[src/rtl/calc_controller.sv]
// Sequencer between operand SRAM, the 32-bit adder and the result buffer:
// reads packed operand pairs, steers sums into buffer halves, writes words back.
module calc_controller #(
  parameter int DATA_W        = 32,
  parameter int MEM_WORD_SIZE = 64,
  parameter int ADDR_W        = 10
) (
  input  logic                     clk_i,
  input  logic                     rst_ni,
  input  logic                     start_i,
  input  logic [ADDR_W-1:0]        read_start_addr_i,
  input  logic [ADDR_W-1:0]        read_end_addr_i,
  input  logic [ADDR_W-1:0]        write_start_addr_i,
  output logic                     mem_rd_en_o,
  output logic [ADDR_W-1:0]        mem_rd_addr_o,
  input  logic [MEM_WORD_SIZE-1:0] mem_rd_data_i,
  output logic                     mem_wr_en_o,
  output logic [ADDR_W-1:0]        mem_wr_addr_o,
  output logic [MEM_WORD_SIZE-1:0] mem_wr_data_o,
  output logic [DATA_W-1:0]        op_a_o,
  output logic [DATA_W-1:0]        op_b_o,
  output logic                     loc_sel_o,
  input  logic [MEM_WORD_SIZE-1:0] buffer_i,
  output logic                     busy_o,
  output logic                     done_o
);

  typedef enum logic [2:0] {
    S_IDLE     = 3'd0,
    S_READ_LO  = 3'd1,
    S_LATCH_LO = 3'd2,
    S_ADD_LO   = 3'd3,
    S_LATCH_HI = 3'd4,
    S_ADD_HI   = 3'd5,
    S_WRITE    = 3'd6,
    S_DONE     = 3'd7
  } state_e;

  state_e              state_q, state_d;
  logic [ADDR_W-1:0]   rd_ptr_q, rd_ptr_d;
  logic [ADDR_W-1:0]   end_q, end_d;
  logic [ADDR_W-1:0]   wr_ptr_q, wr_ptr_d;
  logic                last_q, last_d;
  logic [DATA_W-1:0]   op_a_q, op_a_d;
  logic [DATA_W-1:0]   op_b_q, op_b_d;
  logic                rd_req_s;

  // State and datapath registers
  always_ff @(posedge clk_i or negedge rst_ni) begin
    if (!rst_ni) begin
      state_q  <= S_IDLE;
      rd_ptr_q <= {ADDR_W{1'b0}};
      end_q    <= {ADDR_W{1'b0}};
      wr_ptr_q <= {ADDR_W{1'b0}};
      last_q   <= 1'b0;
      op_a_q   <= {DATA_W{1'b0}};
      op_b_q   <= {DATA_W{1'b0}};
    end else begin
      state_q  <= state_d;
      rd_ptr_q <= rd_ptr_d;
      end_q    <= end_d;
      wr_ptr_q <= wr_ptr_d;
      last_q   <= last_d;
      op_a_q   <= op_a_d;
      op_b_q   <= op_b_d;
    end
  end

  // Next-state and register-update logic
  always_comb begin
    state_d  = state_q;
    rd_ptr_d = rd_ptr_q;
    end_d    = end_q;
    wr_ptr_d = wr_ptr_q;
    last_d   = last_q;
    op_a_d   = op_a_q;
    op_b_d   = op_b_q;
    case (state_q)
      S_IDLE: begin
        if (start_i) begin
          rd_ptr_d = read_start_addr_i;
          end_d    = read_end_addr_i;
          wr_ptr_d = write_start_addr_i;
          last_d   = 1'b0;
          if (read_end_addr_i < read_start_addr_i) begin
            state_d = S_DONE;
          end else begin
            state_d = S_READ_LO;
          end
        end else begin
          state_d = S_IDLE;
        end
      end
      S_READ_LO:  state_d = S_LATCH_LO;
      S_LATCH_LO: begin
        op_a_d   = mem_rd_data_i[DATA_W-1:0];
        op_b_d   = mem_rd_data_i[MEM_WORD_SIZE-1:DATA_W];
        last_d   = (rd_ptr_q == end_q);
        rd_ptr_d = rd_ptr_q + {{(ADDR_W-1){1'b0}}, 1'b1};
        state_d  = S_ADD_LO;
      end
      S_ADD_LO:   state_d = S_LATCH_HI;
      S_LATCH_HI: begin
        // Odd word count: zero operands make the upper half of the final word 0
        if (!last_q) begin
          op_a_d   = mem_rd_data_i[DATA_W-1:0];
          op_b_d   = mem_rd_data_i[MEM_WORD_SIZE-1:DATA_W];
          last_d   = (rd_ptr_q == end_q);
          rd_ptr_d = rd_ptr_q + {{(ADDR_W-1){1'b0}}, 1'b1};
        end else begin
          op_a_d = {DATA_W{1'b0}};
          op_b_d = {DATA_W{1'b0}};
        end
        state_d = S_ADD_HI;
      end
      S_ADD_HI:   state_d = S_WRITE;
      S_WRITE: begin
        wr_ptr_d = wr_ptr_q + {{(ADDR_W-1){1'b0}}, 1'b1};
        if (last_q) begin
          state_d = S_DONE;
        end else begin
          state_d = S_READ_LO;
        end
      end
      S_DONE:     state_d = S_IDLE;
      default:    state_d = S_IDLE;
    endcase
  end

  // Outputs decode from flops only; addresses/data are zero when not strobed
  assign rd_req_s      = (state_q == S_READ_LO) || ((state_q == S_ADD_LO) && !last_q);
  assign mem_rd_en_o   = rd_req_s;
  assign mem_rd_addr_o = rd_req_s ? rd_ptr_q : {ADDR_W{1'b0}};
  assign mem_wr_en_o   = (state_q == S_WRITE);
  assign mem_wr_addr_o = mem_wr_en_o ? wr_ptr_q : {ADDR_W{1'b0}};
  assign mem_wr_data_o = mem_wr_en_o ? buffer_i : {MEM_WORD_SIZE{1'b0}};
  assign op_a_o        = op_a_q;
  assign op_b_o        = op_b_q;
  assign loc_sel_o     = (state_q == S_ADD_HI) || (state_q == S_WRITE);
  assign busy_o        = (state_q != S_IDLE);
  assign done_o        = (state_q == S_DONE);

endmodule

[config.mk]
export PLATFORM = sky130hd
export DESIGN_NAME = calc_controller
export DESIGN_NICKNAME = d
export VERILOG_FILES = /design/src/rtl/calc_controller.sv
export SDC_FILE = /design/constraint.sdc
export NUM_CORES = 1
export LEC_CHECK = 0
export CORE_MARGIN = 5
export CORE_UTILIZATION = 41
export CTS_CLUSTER_DIAMETER = 100
export CTS_CLUSTER_SIZE = 28
export DETAILED_ROUTE_END_ITERATION = 12
export GPL_ROUTABILITY_DRIVEN = 0
export PLACE_DENSITY = 0.87
export SETUP_SLACK_MARGIN = 0.5
export SYNTH_ARGS = -nofsm -noshare
export SYNTH_HDL_FRONTEND = slang
export SYNTH_SLANG_ARGS = --single-unit
[constraint.sdc]
create_clock -name clk_i -period 2.6 [get_ports clk_i]
set_input_delay 0.39 -clock clk_i [delete_from_list [all_inputs] [get_ports clk_i]]
set_output_delay 0.39 -clock clk_i [all_outputs]
set_load 0.02 [all_outputs]
# Word-level counts from Yosys, hierarchy flattened
# Cells that the tools add are included.
[word_totals]
input_bits = 161
regBits = 98
rom_bits = 0
output_inout_bits = 153
latch_bits = 0
mem_bits_rw = 0
word_cells = 52
memories = 0
[classes]
n_bitwise = 0
muxes = 19
n_addsub = 2
mul = 0
n_lt_le_gt_ge = 1
n_eq_ne = 10
n_reduce_logical = 13
shifts = 0
div_mod_pow = 0
[op_table]
columns = ["op", "count"]
rows = [
  ["one-hot mux 32 bit (2 select lines)", 2],
  ["2-to-1 mux 32 bit", 2],
  ["2-to-1 mux 64 bit", 1],
  ["2-to-1 mux 10 bit", 5],
  ["one-hot mux 10 bit (3 select lines)", 1],
  ["one-hot mux 3 bit (8 select lines)", 1],
  ["adder 10 x 1 -> 10 bit, second input constant", 2],
  ["one-hot mux 10 bit (2 select lines)", 1],
  ["equality test 3 bit, second input constant", 4],
  ["equality test 10 bit", 1],
  ["less-than comparator 10 bit", 1],
  ["2-to-1 mux 3 bit", 3],
  ["equality test 3 x 2 -> 1 bit, second input constant", 2],
  ["AND reduction 2 bit", 3],
  ["nonzero test 3 bit", 2],
  ["!= test 2 bit, second input constant", 2],
  ["nonzero test 2 bit", 2],
  ["equality test 3 x 1 -> 1 bit, second input constant", 1],
  ["zero test 3 bit", 1],
  ["one-hot mux 1 bit (3 select lines)", 1],
  ["AND reduction 3 bit", 1],
  ["logical OR 1 bit", 2],
  ["2-to-1 mux 1 bit", 2],
  ["logical AND 1 bit", 1],
  ["zero test 1 bit", 1],
]

# Depth between registers and ports, before layout
# Gate-level depths: netlist (run 1).
[depth]
depth_word = 4
ltp_mapped = 7
depth_no_buf = 6

# Worst setup path before layout (run 1)
# Ideal clock, no wire load.
[synth_path]
path_kind = "reg2out"
start = "reg state_q[0]"
end = "out mem_wr_data_o[14]"
required_ns = 2.210
slack_ns = 0.615
path_buffers = 2
path_stages_with_launch = 6
arrival_ns = 1.595
cell_sequence = "dfrtp_1 -> nand3b_1 -> inv_1 -> clkbuf_1 -> clkbuf_1 -> and2_1"
[synth_between]
elab_chain_cells = 2
[synth_rtl]
columns = ["item", "line_no", "source"]
rows = [
  ["start, declared", "39", "state_e state_q, state_d;"],
  ["start signal, assigned", "59", "state_q <= state_d;"],
  ["equality test 3 bit", "134", "assign mem_wr_en_o = (state_q == S_WRITE);"],
  ["2-to-1 mux 64 bit", "136", "assign mem_wr_data_o = mem_wr_en_o ? buffer_i : {MEM_WORD_SIZE{1'b0}};"],
  ["end, declared", "19", "output logic [MEM_WORD_SIZE-1:0] mem_wr_data_o,"],
]
# Every way passes these cells.

# Worst setup path in the final report (run 1)
[layout_path]
start = "reg state_q[0]"
end = "out mem_wr_data_o[53]"
# Same word-level chain as after synthesis.

==> summary.txt, run 1 <==
Die
  • Initial Util: 0.4149
  • IO Count: 314
  • Die width: ~120 µm
  • Core box area: about 13000 µm²
  • Standard-cell row count: 41
  • Die area: about 15000 µm²
  • Die Y: 122.6 µm

Global routing
  • First-pass GRT wire length: approximately 31 mm
  • Vias in the first global route: 5534
  • Total track usage: 0.2646
  • GRT overflow: 0
  • Initial antenna violation count: 0
  • Largest net degree at the start of global routing: 58

Placement
  • Hpwl dp: 15.13 mm
  • Placement Setup Slack: around 0.26 ns
  • Port bufs: between 300 and 400

Logic synthesis
  • Synth Flop Type: dfrtp_1
  • Most frequent cells after synthesis: nand2_1 (176), dfrtp_1 (98), and2_1 (82)
  • Sequential share of the synthesized area: 0.4722
  • Asr flop ratio synth: 1.000
  • Post-Syn Nets: roughly 800
  • Top cells by area, synth: dfrtp_1 (47%), nand2_1 (13%), and2_1 (9.9%)
  • Avg Synthesized Cell Area: about 8.3 µm²
  • Top cell type's share of synthesized area: 0.4722
  • Post-synth EDFFs: 0
  • Cell variety after synth: 49
  • Count of state elements after synthesis: 98
  • Cells after Synth: 624
  • Most common cell in the synthesized netlist: nand2_1
  • Post-Syn Area: ~5200 µm²
  • Area leader, netlist: dfrtp_1
  • Ys Warns: 0

Final layout
  • Layout Nets: ~1100
  • Ant. Diodes: 0
  • Area growth from synthesis to layout: 70.92%
  • Share of cells above drive strength 1: 0.1698

Flow run
  • Max Cap Viol: 0

Power and ir drop
  • Leak: roughly 0.0041 µW
  • Pwr Density: approximately 1200 nW/µm²
  • Max IR drop VDD: 770.0 µV

Clock network
  • Clock Latency Late Sink: 0.35 ns
  • Cts hold-fix bufs: 0
  • Clk pin slew, worst setup/hold paths: approximately 0.070 ns
  • CTS HTree Levels: 3
  • Clk root buf: clkbuf_16
  • CTS tree: yes
  • Cts bufs inserted: 9
  • Max clock buf depth: 2
  • Clock sinks: 98

Route
  • Via count: between 5000 and 6000
  • Drt wl/cell: between 15 and 20 µm
  • 1st-pass router iterations: 5
  • Mean number of vias per cell: 5.210
  • Residual DRC count: 0
  • Final ANT Viol Nets: 0
  • DR iter-0 viols: between 500 and 600
  • Total wire length: 21.07 mm

Timing
  • Final hold vios: 0
  • Final WS setup: 0.4675 ns
  • Tmin final: 2.132 ns
  • Fmax: between 400 and 500 MHz
  • Fin Setup TNS: 0 ns
  • Fin crit share: 0.8202
  • Slew Viols, Final: 0
  • Skew final: around 0.011 ns
  • Endpoints failing setup: 0
  • RSZ-0062 raised after global routing: true
  • Least-Margin Pin Slew: about 0.68 ns
  • Slew margin rel.: 0.5492

Worst setup path
  • Worst EP required: around 2.2 ns
  • Critical Path AT: about 1.7 ns
  • CP Launch Type: flip-flop
  • Critical Path End Type: output pin
  • Crit Path Class: reg2out
  • CP max FO: 20

Hold path
  • Worst hold path type: in2async

Run status
  • Status: finished clean
==> state kept, by name, indices dropped and copies added, names as in the netlist <==
register,cells
last_q,1
rd_ptr_q,10
op_a_o,32
state_q,3
wr_ptr_q,10
end_q,10
op_b_o,32
==> report_power, final <==
group	internal, µW	switching (µW)
logic	3040	3750
registers	2300	569
clock network	748	598
==> logic make-up after synthesis <==
| family | synth area share |
|---|---|
| AO/OA/AOI/OAI | 0.1414 |
| flip-flops | 0.4722 |
| adder cells (fa/ha/maj) | 0.02650 |
| XOR/XNOR | 0.02192 |
| buffers and inverters | 0.04698 |
| AND/OR/NAND/NOR | 0.2910 |
==> final cells by class <==
class | count | area, µm²
repair buffers | 350 | 3273
clock inverters | 6 | 65.06
flip-flops and latches | 98 | 2455
clock buffers | 10 | 229.0
inverters | 16 | 66.31
well taps | 172 | 215.2
fillers | 1018 | 3640
multi-input cells | 468 | 2574
==> final timing paths <==
path	slack (ns)	endpoint	startpoint	cells after the start
worst max-delay path	0.47	mem_wr_data_o[53]	state_q[0]$_DFF_PN0_	5
worst min-delay path	0.08	op_a_o[26]$_DFFE_PN0N_	rst_ni	1
worst max register to register	0.51	state_q[1]$_DFF_PN0_	state_q[1]$_DFF_PN0_	5
worst min register to register	0.47	op_b_o[13]$_DFFE_PN0N_	op_b_o[13]$_DFFE_PN0N_	2
max in group asynchronous	1.86	op_b_o[4]$_DFFE_PN0N_	rst_ni	2
min in group clk_i	0.47	op_b_o[13]$_DFFE_PN0N_	op_b_o[13]$_DFFE_PN0N_	2
==> cell usage in the layout, fill, tap and decap left out, types with 2 or more instances in the layout <==
cell type / count
o21ai_0: 10
buf_2: 34
clkdlybuf4s15_2: 16
nand4_1: 5
a211oi_1: 5
and2_4: 10
o22a_1: 2
a311oi_1: 3
o21a_1: 2
nand2b_1: 2
xor2_1: 5
o22ai_1: 7
xnor2_1: 7
or3_1: 2
clkinv_2: 2
a31oi_1: 3
dfrtp_1: 96
clkbuf_16: 10
dlygate4sd2_1: 3
buf_12: 4
clkinvlp_4: 2
a2bb2oi_1: 3
a21o_1: 3
buf_4: 31
and2_1: 72
nor3_1: 3
nor4_1: 2
inv_1: 14
nor2_1: 14
a21oi_1: 72
clkbuf_2: 22
dfrtp_2: 2
nand2_1: 175
buf_6: 13
nand3_1: 18
and3_1: 8
ha_1: 11
clkdlybuf4s50_1: 223
==> metrics by stage <==
| stage | cell area (µm²) | util | hold WS, ns | power [µW] | instances |
|---|---|---|---|---|---|
| finish | 8877 | 0.7092 | 0.07864 | 11010 | 1120 |
| global route | 8877 | 0.7092 | 0.1224 | 11710 | 1120 |
| CTS | 8867 | 0.7084 | 0.08938 | 10670 | 1109 |
| detailed placement | 8543 | 0.6825 | 0.4607 | 9275 | 1085 |
| global placement | 8543 | 0.6825 | 0.4505 | 9090 | 1085 |
| floorplan | 5194 | - | 0.09441 | 6445 | 624 |
==> metal layers <==
layer	part of all wire	vias to the layer above	routed length (µm)	global-route usage
met1	0.37	2789	7872	0.3178
met2	0.52	287	10950	0.4607
met5	0	-	0	0
li1	-	2712	-	-
met3	0.083	47	1752	0.07604
met4	0.023	0	493	0.07908
==> repair_timing <==
item,CTS,global route
resized for setup,246,118
buffers inserted,6,9
gates cloned,2,2
pin swaps,0,2
endpoints found under the setup margin,92,152
==> worst max-delay path, stage by stage, from the launching register on <==
cell and delay [ns]:
dfrtp_1 0.40, nand3b_1 0.23, inv_4 0.16, bufbuf_16 0.31, and2_1 0.13, buf_2 0.16
Note: power is estimated with default switching activity, not from simulation.
==> run 2: changes to the inputs <==
--- a/config.mk
+++ b/config.mk
@@ -6,12 +6,12 @@
 export NUM_CORES = 1
 export LEC_CHECK = 0
 export CORE_MARGIN = 5
-export CORE_UTILIZATION = 41
+export CORE_UTILIZATION = 34
 export CTS_CLUSTER_DIAMETER = 100
 export CTS_CLUSTER_SIZE = 28
 export DETAILED_ROUTE_END_ITERATION = 12
 export GPL_ROUTABILITY_DRIVEN = 0
-export PLACE_DENSITY = 0.87
+export PLACE_DENSITY = 0.77
 export SETUP_SLACK_MARGIN = 0.5
 export SYNTH_ARGS = -nofsm -noshare
 export SYNTH_HDL_FRONTEND = slang
==> constraint.sdc (replaced) <==
create_clock -name clk_i -period 1.8 [get_ports clk_i]
set_input_delay 0.27 -clock clk_i [delete_from_list [all_inputs] [get_ports clk_i]]
set_output_delay 0.27 -clock clk_i [all_outputs]
set_load 0.02 [all_outputs]
==> run 2 against run 1 <==
  * The run now ends with setup timing left
  * Clock-buffer cell count stayed put
  * Critical path depth increased by 2
  * Utilization rose by 4.6 points
  * First-iteration DRC count shrank 44%
  * Final cell count grew 8.1%
  * Via count up 8.7%
  * Setup slack worse by 0.66 ns
  * Sequential share of layout area down 6.1 points
==> summary.txt, run 2 (same netlist as run 1, synthesis figures left out) <==
Clock network
  • Max clock buf depth: 2 (unchanged)
  • CTS tree: yes
  • Cts bufs inserted: 9 (unchanged)
  • Clock sinks: 98 (unchanged)
  • Clk root buf: clkbuf_16
  • Clock Latency Late Sink: 0.36 ns (about the same)
  • Clk pin slew, worst setup/hold paths: 0.08 ns (about the same)
  • CTS HTree Levels: 3 (unchanged)

Power and ir drop
  • Combinational share of power: 0.715 (+0.098)
  • Sequential power share: 0.195 (-0.066)
  • Max IR drop VDD: 1268 µV (+65%)
  • Psw: 9467 µW (+93%)
  • Clock power frac: 0.091 (-0.031)
  • Power consumption: 21670 µW (+97%)
  • Pwr Density: 1901 nW/µm² (+53%)
  • Int Pwr: 12200 µW (+100%)
  • Switching share of power: 0.4370 (-0.009657)
  • Leak: 0.005829 µW (+43%)

Timing
  • Fin crit share: 1.109
  • Final hold vios: 0 (unchanged)
  • Fin Setup TNS: -10.66 ns (-10.66 ns)
  • Least-Margin Pin Slew: 0.4572 ns (-0.2190 ns)
  • Tmin final: 1.995 ns
  • Slew Viols, Final: 0 (unchanged)
  • Slew margin rel.: 0.6952 (+0.1460)
  • Skew final: 0.007671 ns (-0.003148 ns)
  • Endpoints failing setup: 132 (+132)
  • Fmax: about 500 MHz
  • Final WS setup: -0.1954 ns (-0.6629 ns)
  • RSZ-0062 raised after global routing: true

Die
  • Die Y: 133.6 µm (+9.0%)
  • Standard-cell row count: 45 (+9.8%)
  • Die width: 133.6 µm (+9.0%)
  • Core box area: 15090 µm² (+21%)
  • Die area: 17850 µm² (+19%)
  • IO Count: 314 (unchanged)
  • Initial Util: 0.3442 (-0.07074)

Route
  • Mean number of vias per cell: 5.235 (+0.49%)
  • Final ANT Viol Nets: 0 (unchanged)
  • DR iter-0 viols: 308 (-44%)
  • Total wire length: 26.06 mm (+24%)
  • 1st-pass router iterations: 5 (unchanged)
  • Via count: 6340 (+8.7%)
  • Drt wl/cell: 21.52 µm (+14%)
  • Residual DRC count: 0 (unchanged)

Placement
  • Cell area after placement: 9036 µm² (+5.8%)
  • Placement Setup Slack: -0.2304 ns (-0.4946 ns)
  • Port bufs: 313 (unchanged)
  • Hpwl dp: 16.42 mm (+8.5%)

Run status
  • Violated checks: setup timing
  • Status: finished with violations

Global routing
  • GRT overflow: 0 (unchanged)
  • Vias in the first global route: 6343 (+15%)
  • Total track usage: 0.2676 (+0.003017)
  • Largest net degree at the start of global routing: 58 (unchanged)
  • First-pass GRT wire length: 37.25 mm (+20%)
  • Initial antenna violation count: 0 (unchanged)

Final layout
  • Commonest non-fill, non-tap cells in the layout: clkdlybuf4s50_1 (159), nand2_1 (113), buf_6 (102), dfrtp_1 (98), and2_4 (74)
  • Filler cells: 988 (-2.9%)
  • Ant. Diodes: 0 (unchanged)
  • Commonest non-fill, non-tap cell in the layout: clkdlybuf4s50_1
  • Final Cell Area: 11400 µm² (+28%)
  • Area growth from synthesis to layout: 119.5%
  • Layout Nets: 1190 (+6.7%)
  • Sequential Area: 2452 µm² (-0.10%)
  • Share of cells above drive strength 1: 0.4516 (+0.2818)
  • Footprint of the multi-input gates: 3558 µm² (+38%)

Flow run
  • Max Cap Viol: 0 (unchanged)

Worst setup path
  • WP buf/inv: 5 (+2)
  • Crit Path Class: reg2out
  • CP Launch Type: flip-flop
  • Critical Path End Type: output pin
  • Cell Chain, Critical Path: nand3b_1 -> inv_4 -> buf_12 -> buf_12 -> clkbuf_16 -> and2_4 -> buf_6
  • Delay-heaviest family, CP: buffers and inverters
  • Worst EP required: 1.53 ns (-0.68 ns)
  • Critical Path AT: 1.73 ns (about the same)
  • Critical Path Most Common Cell: buf_12
  • Critical path's slowest cell: dfrtp_1
  • CP max FO: 7 (-65%)
  • Worst stage delay on the critical path: 0.40 ns (about the same)

Hold path
  • Worst hold path type: in2async
run 2: changes by cell type in the layout (fill, tap and decap cells not counted), moves of 49 or more:
cell,delta
nand2_1,-62
a21oi_2,+49
clkdlybuf4s50_1,-64
dlymetal6s2s_1,+61
and2_1,-71
a21oi_1,-49
buf_6,+89
and2_4,+64
run 2: layout make-up:
type | count | area share
Inverter | 16 | 0.005488
Clock buffer | 10 | 0.02096
Multi-Input combinational cell | 469 | 0.3121
Timing Repair Buffer | 424 | 0.4208
Tap cell | 188 | 0.02063
Sequential cell | 98 | 0.2151
Clock inverter | 6 | 0.004829
run 2: power groups by stage:
| stage | Combinational, µW | Clock, µW | Sequential (µW) |
|---|---|---|---|
| 3_3_place_gp | 10000 | 0 | 4090 |
| 2_1_floorplan | 5090 | 0 | 4850 |
| 4_1_cts | 13900 | 1980 | 4120 |
| 6_report | 15500 | 1960 | 4220 |
| 5_1_grt | 16300 | 2090 | 4320 |
| 3_5_place_dp | 10100 | 0 | 4140 |
run 2: final timing paths:
path	from	endpoint	slack [ns]	cells after the start
worst max-delay path	state_q[0]$_DFF_PN0_	mem_wr_data_o[26]	-0.20	7
worst min-delay path	rst_ni	op_a_o[24]$_DFFE_PN0N_	0.40	2
worst max register to register	state_q[2]$_DFF_PN0_	wr_ptr_q[4]$_DFFE_PN0P_	-0.12	7
worst min register to register	op_b_o[13]$_DFFE_PN0N_	op_b_o[13]$_DFFE_PN0N_	0.46	2
max in group asynchronous	rst_ni	op_b_o[0]$_DFFE_PN0N_	0.79	3
min in group clk_i	mem_rd_data_i[20]	op_a_o[20]$_DFFE_PN0N_	0.44	3
run 2: stage by stage:
step	hold slack (ns)	utilization	instances
global placement	0.2490	0.5988	1130
detailed placement	0.2546	0.5988	1130
CTS	0.4200	0.7096	1193
floorplan	-0.02559	-	624
finish	0.4019	0.7555	1211
global route	0.4369	0.7555	1211
run 2: layer usage:
metal  vias to the layer above  wire, µm  track usage
li1                       2882         -            -
met1                      3098      9514       0.3035
met2                       290     13620       0.4859
met3                        70      1702      0.05816
met4                         0      1225       0.1114
met5                         -         0            0
run 2: what timing repair did:
action	4_1_cts	5_1_grt
setup buffers	30	14
pin swaps	87	90
hold buffers	1	0
cloned	16	4
hold endpoints to repair	30	0
endpoints found under the setup margin	251	251
gates resized for setup	671	173
